<file path="src/rtl/jedro_1_imem_loader.sv">
// jedro_1_imem_loader
// Streams a program image into the jedro_1 instruction RAM while the core is
// held in reset, then releases the core a fixed number of cycles after the
// last word has been committed.

module jedro_1_imem_loader #(
    parameter int unsigned           DATA_WIDTH    = 32,
    parameter int unsigned           ADDR_WIDTH    = 32,
    parameter int unsigned           MEM_DEPTH     = 1024,
    parameter logic [ADDR_WIDTH-1:0] BASE_ADDR     = '0,
    parameter int unsigned           RELEASE_DELAY = 3
) (
    input  logic                        clk_i,
    input  logic                        rstn_i,
    input  logic                        load_start_i,
    input  logic [$clog2(MEM_DEPTH):0]  load_len_i,
    input  logic                        word_valid_i,
    input  logic [DATA_WIDTH-1:0]       word_data_i,
    output logic                        word_ready_o,
    output logic                        mem_we_o,
    output logic [ADDR_WIDTH-1:0]       mem_addr_o,
    output logic [DATA_WIDTH-1:0]       mem_wdata_o,
    output logic                        core_rstn_o,
    output logic                        busy_o,
    output logic                        done_o,
    output logic                        err_o
);

    localparam int unsigned LEN_W  = $clog2(MEM_DEPTH) + 1;
    localparam int unsigned HOLD_W = (RELEASE_DELAY > 1) ? $clog2(RELEASE_DELAY) : 1;

    localparam logic [LEN_W-1:0]  MAX_LEN   = LEN_W'(MEM_DEPTH);
    localparam logic [LEN_W-1:0]  LEN_ONE   = LEN_W'(1);
    localparam logic [HOLD_W-1:0] HOLD_ONE  = HOLD_W'(1);
    localparam logic [HOLD_W-1:0] HOLD_LAST = HOLD_W'(RELEASE_DELAY - 1);

    typedef enum logic [1:0] {
        IDLE = 2'd0,
        LOAD = 2'd1,
        HOLD = 2'd2,
        RUN  = 2'd3
    } state_t;

    state_t              state;
    logic [LEN_W-1:0]    count;
    logic [LEN_W-1:0]    len;
    logic [HOLD_W-1:0]   hold_cnt;
    logic [LEN_W-1:0]    count_inc;
    logic                accept;
    logic                start_ok;
    logic                start_bad;

    // Next word index, handshake and start classification.
    assign count_inc = count + LEN_ONE;
    assign accept    = word_valid_i & word_ready_o;
    assign start_bad = load_start_i & (load_len_i > MAX_LEN);
    assign start_ok  = load_start_i & ~(load_len_i > MAX_LEN);

    // Loader FSM; every output is registered so the core reset never glitches.
    always_ff @(posedge clk_i or negedge rstn_i) begin
        if (!rstn_i) begin
            state        <= IDLE;
            count        <= '0;
            len          <= '0;
            hold_cnt     <= '0;
            word_ready_o <= 1'b0;
            mem_we_o     <= 1'b0;
            mem_addr_o   <= BASE_ADDR;
            mem_wdata_o  <= '0;
            core_rstn_o  <= 1'b0;
            busy_o       <= 1'b0;
            done_o       <= 1'b0;
            err_o        <= 1'b0;
        end else begin
            mem_we_o <= 1'b0;
            done_o   <= 1'b0;
            unique case (state)
                IDLE, RUN: begin
                    if (start_bad) begin
                        err_o <= 1'b1;
                    end else if (start_ok) begin
                        err_o       <= 1'b0;
                        core_rstn_o <= 1'b0;
                        busy_o      <= 1'b1;
                        count       <= '0;
                        hold_cnt    <= '0;
                        if (load_len_i == '0) begin
                            state        <= HOLD;
                            word_ready_o <= 1'b0;
                        end else begin
                            state        <= LOAD;
                            len          <= load_len_i;
                            word_ready_o <= 1'b1;
                        end
                    end
                end
                LOAD: begin
                    if (accept) begin
                        mem_we_o    <= 1'b1;
                        mem_addr_o  <= BASE_ADDR + (ADDR_WIDTH'(count) << 2);
                        mem_wdata_o <= word_data_i;
                        count       <= count_inc;
                        if (count_inc == len) begin
                            state        <= HOLD;
                            word_ready_o <= 1'b0;
                        end
                    end
                end
                HOLD: begin
                    if (hold_cnt == HOLD_LAST) begin
                        state       <= RUN;
                        busy_o      <= 1'b0;
                        core_rstn_o <= 1'b1;
                        done_o      <= 1'b1;
                    end else begin
                        hold_cnt <= hold_cnt + HOLD_ONE;
                    end
                end
                default: begin
                    state <= IDLE;
                end
            endcase
        end
    end

endmodule

</file>
<file path="config.mk">
export PLATFORM = sky130hd
export DESIGN_NAME = jedro_1_imem_loader
export DESIGN_NICKNAME = d
export VERILOG_FILES = /design/src/rtl/jedro_1_imem_loader.sv
export SDC_FILE = /design/constraint.sdc
export NUM_CORES = 1
export LEC_CHECK = 0
export CORE_MARGIN = 8
export CORE_UTILIZATION = 50
export DETAILED_ROUTE_END_ITERATION = 8
export PLACE_DENSITY = 0.86
export SETUP_SLACK_MARGIN = 0.5
export SKIP_LAST_GASP = 1
export SYNTH_ARGS = -nofsm -noshare
export SYNTH_HDL_FRONTEND = slang
export SYNTH_SLANG_ARGS = --single-unit
</file>
<file path="constraint.sdc">
create_clock -name clk_i -period 5.15 [get_ports clk_i]
set_input_delay 0.515 -clock clk_i [delete_from_list [all_inputs] [get_ports clk_i]]
set_output_delay 0.515 -clock clk_i [all_outputs]
set_load 0.01 [all_outputs]
</file>
======== Word-level counts from Yosys, hierarchy flattened ========
Cells that the tools add are included.
cells by class
  $add $sub $neg .......................... 2
  equal/unequal tests ..................... 11
  reductions and logical operators ........ 14
  order comparisons ....................... 1
  bitwise gates (word level) .............. 6
  mux-type cells .......................... 34
operators with widths
  cell                   count
  $mux 11                3
  $pmux 11 s2            1
  $mux 2                 9
  $mux 1                 16
  $reduce_and 4->1       4
  $ne 2x2->1 const B     6
  $add 11x1->11 const B  1
  $eq 11x11->1           1
  $gt 11x11->1 const B   1
  $logic_not 11->1       1
  $reduce_and 5->1       2
  $eq 2x2->1 const B     3
  $pmux 1 s2             3
  $pmux 2 s3             1
  $reduce_bool 2->1      3
  $pmux 2 s2             1
  $reduce_and 2->1       2
  $and 1x1->1            3
  $not 1->1              3
  $add 2x1->2 const B    1
  $eq 2x1->1 const B     1
  $logic_not 2->1        1
  $reduce_or 2->1        1
storage, ports and cells
  word-level logic and storage cells ...... 80
  input port bits ......................... 47
  output and inout port bits .............. 70
  register bits after elaboration ......... 75

======== Depth between registers and ports, before layout ========
  depth after elaboration ................. 6
  gate-level depth with buffers ........... 9

======== Worst setup path after synthesis ========
OpenSTA, ideal clock, no wires.
  kind .................................... register to register
  start ................................... register count[0]
  end ..................................... register state[1]
  arrival ................................. 2.404 ns
  cell stages (with the launch flop) ...... 9
  slack ................................... 2.618 ns
  library setup time ...................... 0.128 ns
  path through ............................ dfrtp_1 -> ha_1 -> and2_1 -> or4_1 -> o31ai_1 -> a311oi_1 -> a311o_1 -> a21oi_2 -> mux2_1
on the way
  longest elaborated chain between the ends .. 4
ends and longest elaborated chain
  element                     RTL line  RTL
  start, declared             45        logic [LEN_W-1:0] count;
  start signal, assigned      102       count <= count_inc;
  $add 11x1->11               54        assign count_inc = count + LEN_ONE;
  $eq 11x11->1                103       if (count_inc == len) begin
  $ne 2x2->1 (no line)        -
  $reduce_and 5->1 (no line)  -
  end signal, assigned        62        state <= IDLE;
  end signal, assigned        104       state <= HOLD;
  end signal, assigned        111       state <= RUN;
  end, declared               44        state_t state;
No other way between the ends.
A chain may end at the register's enable or synchronous reset.

======== Worst setup path after layout ========
Same ends and word-level chain as after synthesis.

==> run_results.csv <==
group,metric,value,unit
hold_path,hold_path.class,"in -> async",
die,core,7137,sq um
cells_and_area,final-seq-area,1877,sq um
timing,min_period,2777,ps
logic_synthesis,synthTopCellsByArea,"dfrtp_1, mux2_2, buf_4, nor2_1, xnor2_1",
global_routing,grt_pass1_wl,13070,microns
timing,tightest_slew,917.5,ps
cells_and_area,drive_gt1_share,18.69,%
drt,drc_errors,0,
die,dieHeight,101.2,microns
setup_path,cp.arrival,3010,ps
clock_tree,cts_root_buffer,"clkbuf_8",
logic_synthesis,syn_avg_cell_area,11.66,sq um
global_routing,grt_pass1_vias,2707,
drt,drtAntennaViolNets,0,
cells_and_area,multi_input_area,1588,sq um
clock_tree,cts_hold_buf,0,
timing,relSlewSlack,38.83,%
logic_synthesis,yosysTopAreaCell,"dfrtp_1",
timing,timing.setup.tns,0,ps
drt,drtIter0Drc,225,
logic_synthesis,syn_area,3626,sq um
logic_synthesis,ys_top_cells_by_count,"dfrtp_1, mux2_2, buf_4, nor2_1, nand2_1",
clock_tree,cts_tree,"done",
logic_synthesis,synth_mux_area_share,17.63,%
timing,setup_viol,0,
drt,via_count,2697,
timing,fmax,360.1,MHz
cells_and_area,areaGrowthSynthToFinish,32.13,%
timing,fin_crit_sh,53.92,%
logic_synthesis,synth_edf_count,0,
clock_tree,clockBufferDepth,2,
setup_path,startpoint_type,"flop",
die,die_x,101.2,microns
clock_tree,cts_setup_buffers,0,
logic_synthesis,synth_most_common_cell,"dfrtp_1",
die,ios,117,
global_routing,overflow,0,
drt,drtPass1Iterations,4,
timing,finalHoldViolations,0,
clock_tree,clkLatencyLatePin,350,ps
logic_synthesis,synth-compound-area-share,8.799,%
setup_path,cp.required,5380,ps
die,die_area,10230,sq um
logic_synthesis,synth_top_family_by_area,"multiplexers",
logic_synthesis,synth_seq_cells,75,
logic_synthesis,async_reset_ff_share,100.0,%
cells_and_area,diodes,0,
clock_tree,cts.sinks,75,
global_routing,track_usage,16.29,%
logic_synthesis,ys_seq_area_share,51.76,%
setup_path,path_max_fanout,8,
drt,avgViaCountPerCell,5.278,
cells_and_area,post-route-util,67.13,%
timing,fin_skew,8.620,ps
logic_synthesis,syn_inst,311,
clock_tree,numCtsBuffers,9,
pwr,power_leakage,2.067,nW
cells_and_area,nFillCells,581,
cells_and_area,nNetsFinal,459,
timing,slew_violations,0,
pwr,pwr_density_cell,521.4,nW/um^2
global_routing,grt_max_degree,76,
placement,port_buffers,95,
placement,dpl.hpwl,6036,microns
logic_synthesis,synthXorXnorAreaFrac,3.382,%
clock_tree,cts.htree.levels,3,
setup_path,crit_path_end_kind,"flop",
pwr,irDropWorstVdd,0.0003002,V
logic_synthesis,yosys_most_used_dff,"dfrtp_1",
timing,rsz0062_at_grt,"no",
logic_synthesis,synth_cell_type_count,45,
setup_path,setup.worst_path.class,"reg -> reg",
logic_synthesis,yosys.area_share.simple,9.938,%
die,rows,31,
logic_synthesis,ys_warn_count,0,
die,start_util,50.81,%
placement,gp_congestion,0.8845,
logic_synthesis,yosysTopAreaCellShare,51.76,%
run_status,run_status,"complete, no violations",
clock_tree,cts_resized,0,
clock_tree,clk_pin_slew,80,ps
global_routing,antenna_found_initial,0,
drt,wl_per_cell,15.79,microns
drt,routed_wirelength,8069,microns
logic_synthesis,synth_fa_ha_area_share,1.725,%
flow_run,maxCapViolations,0,
-- routing by layer --
metal / global-route usage (%) / wire length [microns]
met1: 19.37 / 3341
met2: 26.87 / 3929
met5: 0 / 0
met3: 3.849 / 650
met4: 8.477 / 148
-- placed cells by master, fill, tap and decap left out, types with 6 or more instances in the layout --
cell type / Yosys / final
inv_1: 8 / 8
nor2_1: 21 / 21
clkdlybuf4s50_1: 0 / 94
o21ai_1: 6 / 6
o21ai_0: 10 / 10
dfrtp_1: 75 / 75
mux2_2: 54 / 54
nand2_1: 16 / 16
nand3_1: 7 / 6
conb_1: 1 / 21
a21oi_1: 7 / 7
clkbuf_8: 0 / 9
xnor2_1: 9 / 9
o31ai_1: 9 / 9
-- registers in the layout (all words and copies together), names as in the netlist --
signal        flops
mem_we_o          1
word_ready_o      1
err_o             1
busy_o            1
core_rstn_o       1
mem_addr_o       11
mem_wdata_o      32
count            11
len              11
done_o            1
state             2
hold_cnt          2
-- per-stage QoR --
| step | setup WS [ps] | total power, W | area [sq um] | hold WS, ps | cells |
|---|---|---|---|---|---|
| 2_1_floorplan | 2618 | 0.001558 | 3701 | 219.4 | 331 |
| 3_3_place_gp | 2168 | 0.001978 | 4574 | 484.6 | 495 |
| 3_5_place_dp | 2066 | 0.002023 | 4574 | 491.8 | 495 |
| 4_1_cts | 2398 | 0.002528 | 4791 | 324.0 | 511 |
| 5_1_grt | 2191 | 0.002658 | 4791 | 380.6 | 511 |
| 6_report | 2373 | 0.002498 | 4791 | 293.9 | 511 |
-- power by group --
| group | total [W] | leakage, nW | internal [W] | switching [W] |
|---|---|---|---|---|
| Sequential | 0.000935 | 0.943 | 0.000800 | 0.000135 |
| Clock | 0.000492 | 0.103 | 0.000274 | 0.000218 |
| Combinational | 0.00107 | 1.02 | 0.000605 | 0.000466 |
-- cell families (layout without fill, tap and decap cells) --
family | after synthesis | in the layout
simple gates | 72 | 72
compound gates | 48 | 48
other cells | 1 | 21
fa+ha+maj | 5 | 5
flops | 75 | 75
xor+xnor | 14 | 14
mux | 57 | 57
buf+inv | 39 | 120
-- critical path, stage by stage, from the launching register on --
cell	delay, ps
dfrtp_1	470
ha_1	320
and2_1	250
or4_1	530
o31ai_1	80
a311oi_1	70
a311o_1	380
a21oi_2	200
mux2_1	340
-- path summary, 6_finish.rpt --
path	startpoint	to	slack, ps	cells past startpoint
max reg2reg	count[0]	state[1]	2370	8
min	rstn_i	len[7]	290	1
min reg2reg	mem_wdata_o[26]	mem_wdata_o[26]	510	1
min in group clk_i	mem_wdata_o[26]	mem_wdata_o[26]	510	1
max	count[0]	state[1]	2370	8
max in group asynchronous	rstn_i	count[9]	4250	1
-- layout make-up --
cell class	instances	area share [%]
sequential	75	39.17
multi-input combinational	217	33.14
timing repair buffer	96	19.95
clock buffer	10	2.664
tap	99	2.586
clock inverter	6	1.854
inverter	8	0.6268
Note: power is estimated with default switching activity, not from simulation.
==> RTL edit: new RTL, config.mk and constraints unchanged <==
The parameter `ADDR_WIDTH` goes from 32 to 24.
--- a/src/rtl/jedro_1_imem_loader.sv
+++ b/src/rtl/jedro_1_imem_loader.sv
@@ -6,5 +6,5 @@
 module jedro_1_imem_loader #(
     parameter int unsigned           DATA_WIDTH    = 32,
-    parameter int unsigned           ADDR_WIDTH    = 32,
+    parameter int unsigned           ADDR_WIDTH    = 24,
     parameter int unsigned           MEM_DEPTH     = 1024,
     parameter logic [ADDR_WIDTH-1:0] BASE_ADDR     = '0,
Ports: changed (resized mem_addr_o); port bits go from 117 to 109. No check against the original RTL was run, so the function may have changed too.
==> RTL edit against the unedited design <==
Sequential cell count stayed put. Hold slack better by 0.0044 ns. Global-route usage grew 0.16 points. Worst setup slack worse by 0.035 ns. Area after synthesis shrank 1.7%. Routed wire length about the same. Count of clock-buffer cells in the layout is the same. Total power fell by 2.3%. Cell area shrank 1.2%. Clock power shrank 11%. Utilization grew 2.1 points.
==> RTL edit: results (changes against the unedited design) <==
stage;metric;value;unit;change
status;outcome;finished, final reports clean;;unchanged
grt;grt_max_degree;76;;unchanged
worst_setup_path;r2r_setup_slack;2.34;ns;was 2.37 ns
pwr;max-vdd-ir-drop;0.327;mV;was 0.300 mV
worst_setup_path;setup.worst_path.start;count[4]$_DFFE_PN0P_;;was count[0]$_DFFE_PN0P_
worst_setup_path;worst-path-max-fanout;11;;was 8
cts;cts-root-buf;clkbuf_8;;unchanged
pwr;power_leakage;0.00204;uW;was 0.00207 uW
route;drtIter0Drc;200;;was 225
cts;post_cts.repair.setup_buffers;0;;unchanged
synth;yosys-top-cells-area;dfrtp_1 (53%), mux2_2 (17%), buf_4 (2.7%);;was dfrtp_1 (52%), mux2_2 (17%), buf_4 (4.3%)
route;vias_per_cell;5.35;;was 5.28
placed_design;place_hpwl;5.99;mm;was 6.04 mm
route;wl_met1;3.33;mm;was 3.34 mm
grt;first_global_vias;2732;;was 2707
placed_design;gp_congestion;0.950;;was 0.885
synth;seq_area_frac_synth;52.6;%;was 51.8%
synth;ys_async_sr_fraction;100;%;unchanged
finish;final_nets;451;;was 459
placed_design;portBuffers;95;;unchanged
finish;regMostFlops;mem_wdata_o;;unchanged
route;highest-signal-layer;met4;;unchanged
route;drtPass1Iterations;4;;unchanged
worst_setup_path;r2r-end;state[1]$_DFFE_PN0P_;;unchanged
synth;synth_common_cells;dfrtp_1 (75), mux2_2 (54), nor2_1 (21), nand2_1 (16), buf_4 (13);;was dfrtp_1 (75), mux2_2 (54), buf_4 (21), nor2_1 (21), nand2_1 (16)
route;dr_wl_met2;4.06;mm;was 3.93 mm
finish;drive_above_1_share;19.1;%;was 18.7%
synth;ys_types;45;;unchanged
worst_setup_path;arrival;3.03;ns;was 3.01 ns
synth;yosysWarnings;0;;unchanged
cts;cts_resized;0;;unchanged
grt;antenna_found_initial;0;;unchanged
finish;largest_reg_flops;32;;unchanged
sta;skew;0.00793;ns;was 0.00862 ns
hold_path;min_path_type;input port to asynchronous set/reset pin;;unchanged
route;wl_per_cell;16.2;um;was 15.8 um
grt;grtUsageTotal;16.5;%;was 16.3%
worst_setup_path;ff2ff_path_depth;7;;was 8
cts;cts.path.max_buffers;2;;unchanged
sta;worstMarginPinSlew;0.925;ns;was 0.917 ns
cts;htree_levels;3;;unchanged
cts;worstSkewPairLatency;0.34;ns;
cts;clk_pin_slew;0.08;ns;about the same
cts;cts_buffers;9;;unchanged
finish;antennaDiodeCount;0;;unchanged
grt;grt_pass1_wl;13.2;mm;was 13.1 mm
route;wl_met3;524;um;was 650 um
==> RTL edit: power by group <==
group / switching (uW) / internal [uW]
clock: 205 / 233
sequential: 134 / 800
combinational: 463 / 606
==> RTL edit: cells by family (layout without fill, tap and decap cells) <==
| family | after synthesis | in the layout | share of synthesized area, % |
|---|---|---|---|
| DFF | 75 | 75 | 52.6 |
| other | 1 | 13 | 0.105 |
| muxes | 57 | 57 | 17.9 |
| AOI/OAI and AO/OA | 48 | 48 | 8.95 |
| xor gates and xnor gates | 14 | 14 | 3.44 |
| adders and majority gates | 5 | 5 | 1.75 |
| and+or+nand+nor | 72 | 72 | 10.1 |
| buffers and inverters | 31 | 119 | 5.09 |
==> RTL edit: metrics by stage <==
step                instances  hold WS (ns)  area [sq um]  setup WS, ns  power, uW
floorplan                 315         0.219          3610          2.62       1550
global placement          484         0.485          4540          2.23       1970
detailed placement        484         0.493          4540          2.16       2020
CTS                       499         0.344          4730          2.36       2470
global route              499         0.380          4730          2.14       2600
finish                    499         0.298          4730          2.34       2440
==> RTL edit: layout make-up <==
| type | count | area [sq um] |
|---|---|---|
| timing repair buffer | 96 | 956 |
| inverter | 8 | 30.0 |
| clock buffer | 10 | 138 |
| fill | 527 | 2100 |
| clock inverter | 5 | 53.8 |
| tap | 96 | 120 |
| sequential | 75 | 1880 |
| multi-input combinational | 209 | 1560 |
==> RTL edit: worst max path at each step <==
stage | end | cells after the start
floorplan | state[1]$_DFFE_PN0P_ | 8
finish | state[1]$_DFFE_PN0P_ | 7
CTS | state[1]$_DFFE_PN0P_ | 8
global placement | count[5]$_DFFE_PN0P_ | 8
detailed placement | count[10]$_DFFE_PN0P_ | 8
global route | state[1]$_DFFE_PN0P_ | 7
==> RTL edit: metal layers <==
layer / vias up / track usage (%)
li1: 1242 / -
met1: 1313 / 19.3
met2: 100 / 27.6
met3: 16 / 3.87
met4: 0 / 8.02
met5: - / 0
==> RTL edit: critical path, stage by stage, from the launching register on <==
cell     delay (ns)
dfrtp_1        0.56
nand4_1        0.35
nor3_1         0.48
xor2_1         0.11
or3_1          0.32
a311o_1        0.32
a21oi_2        0.21
mux2_1         0.34
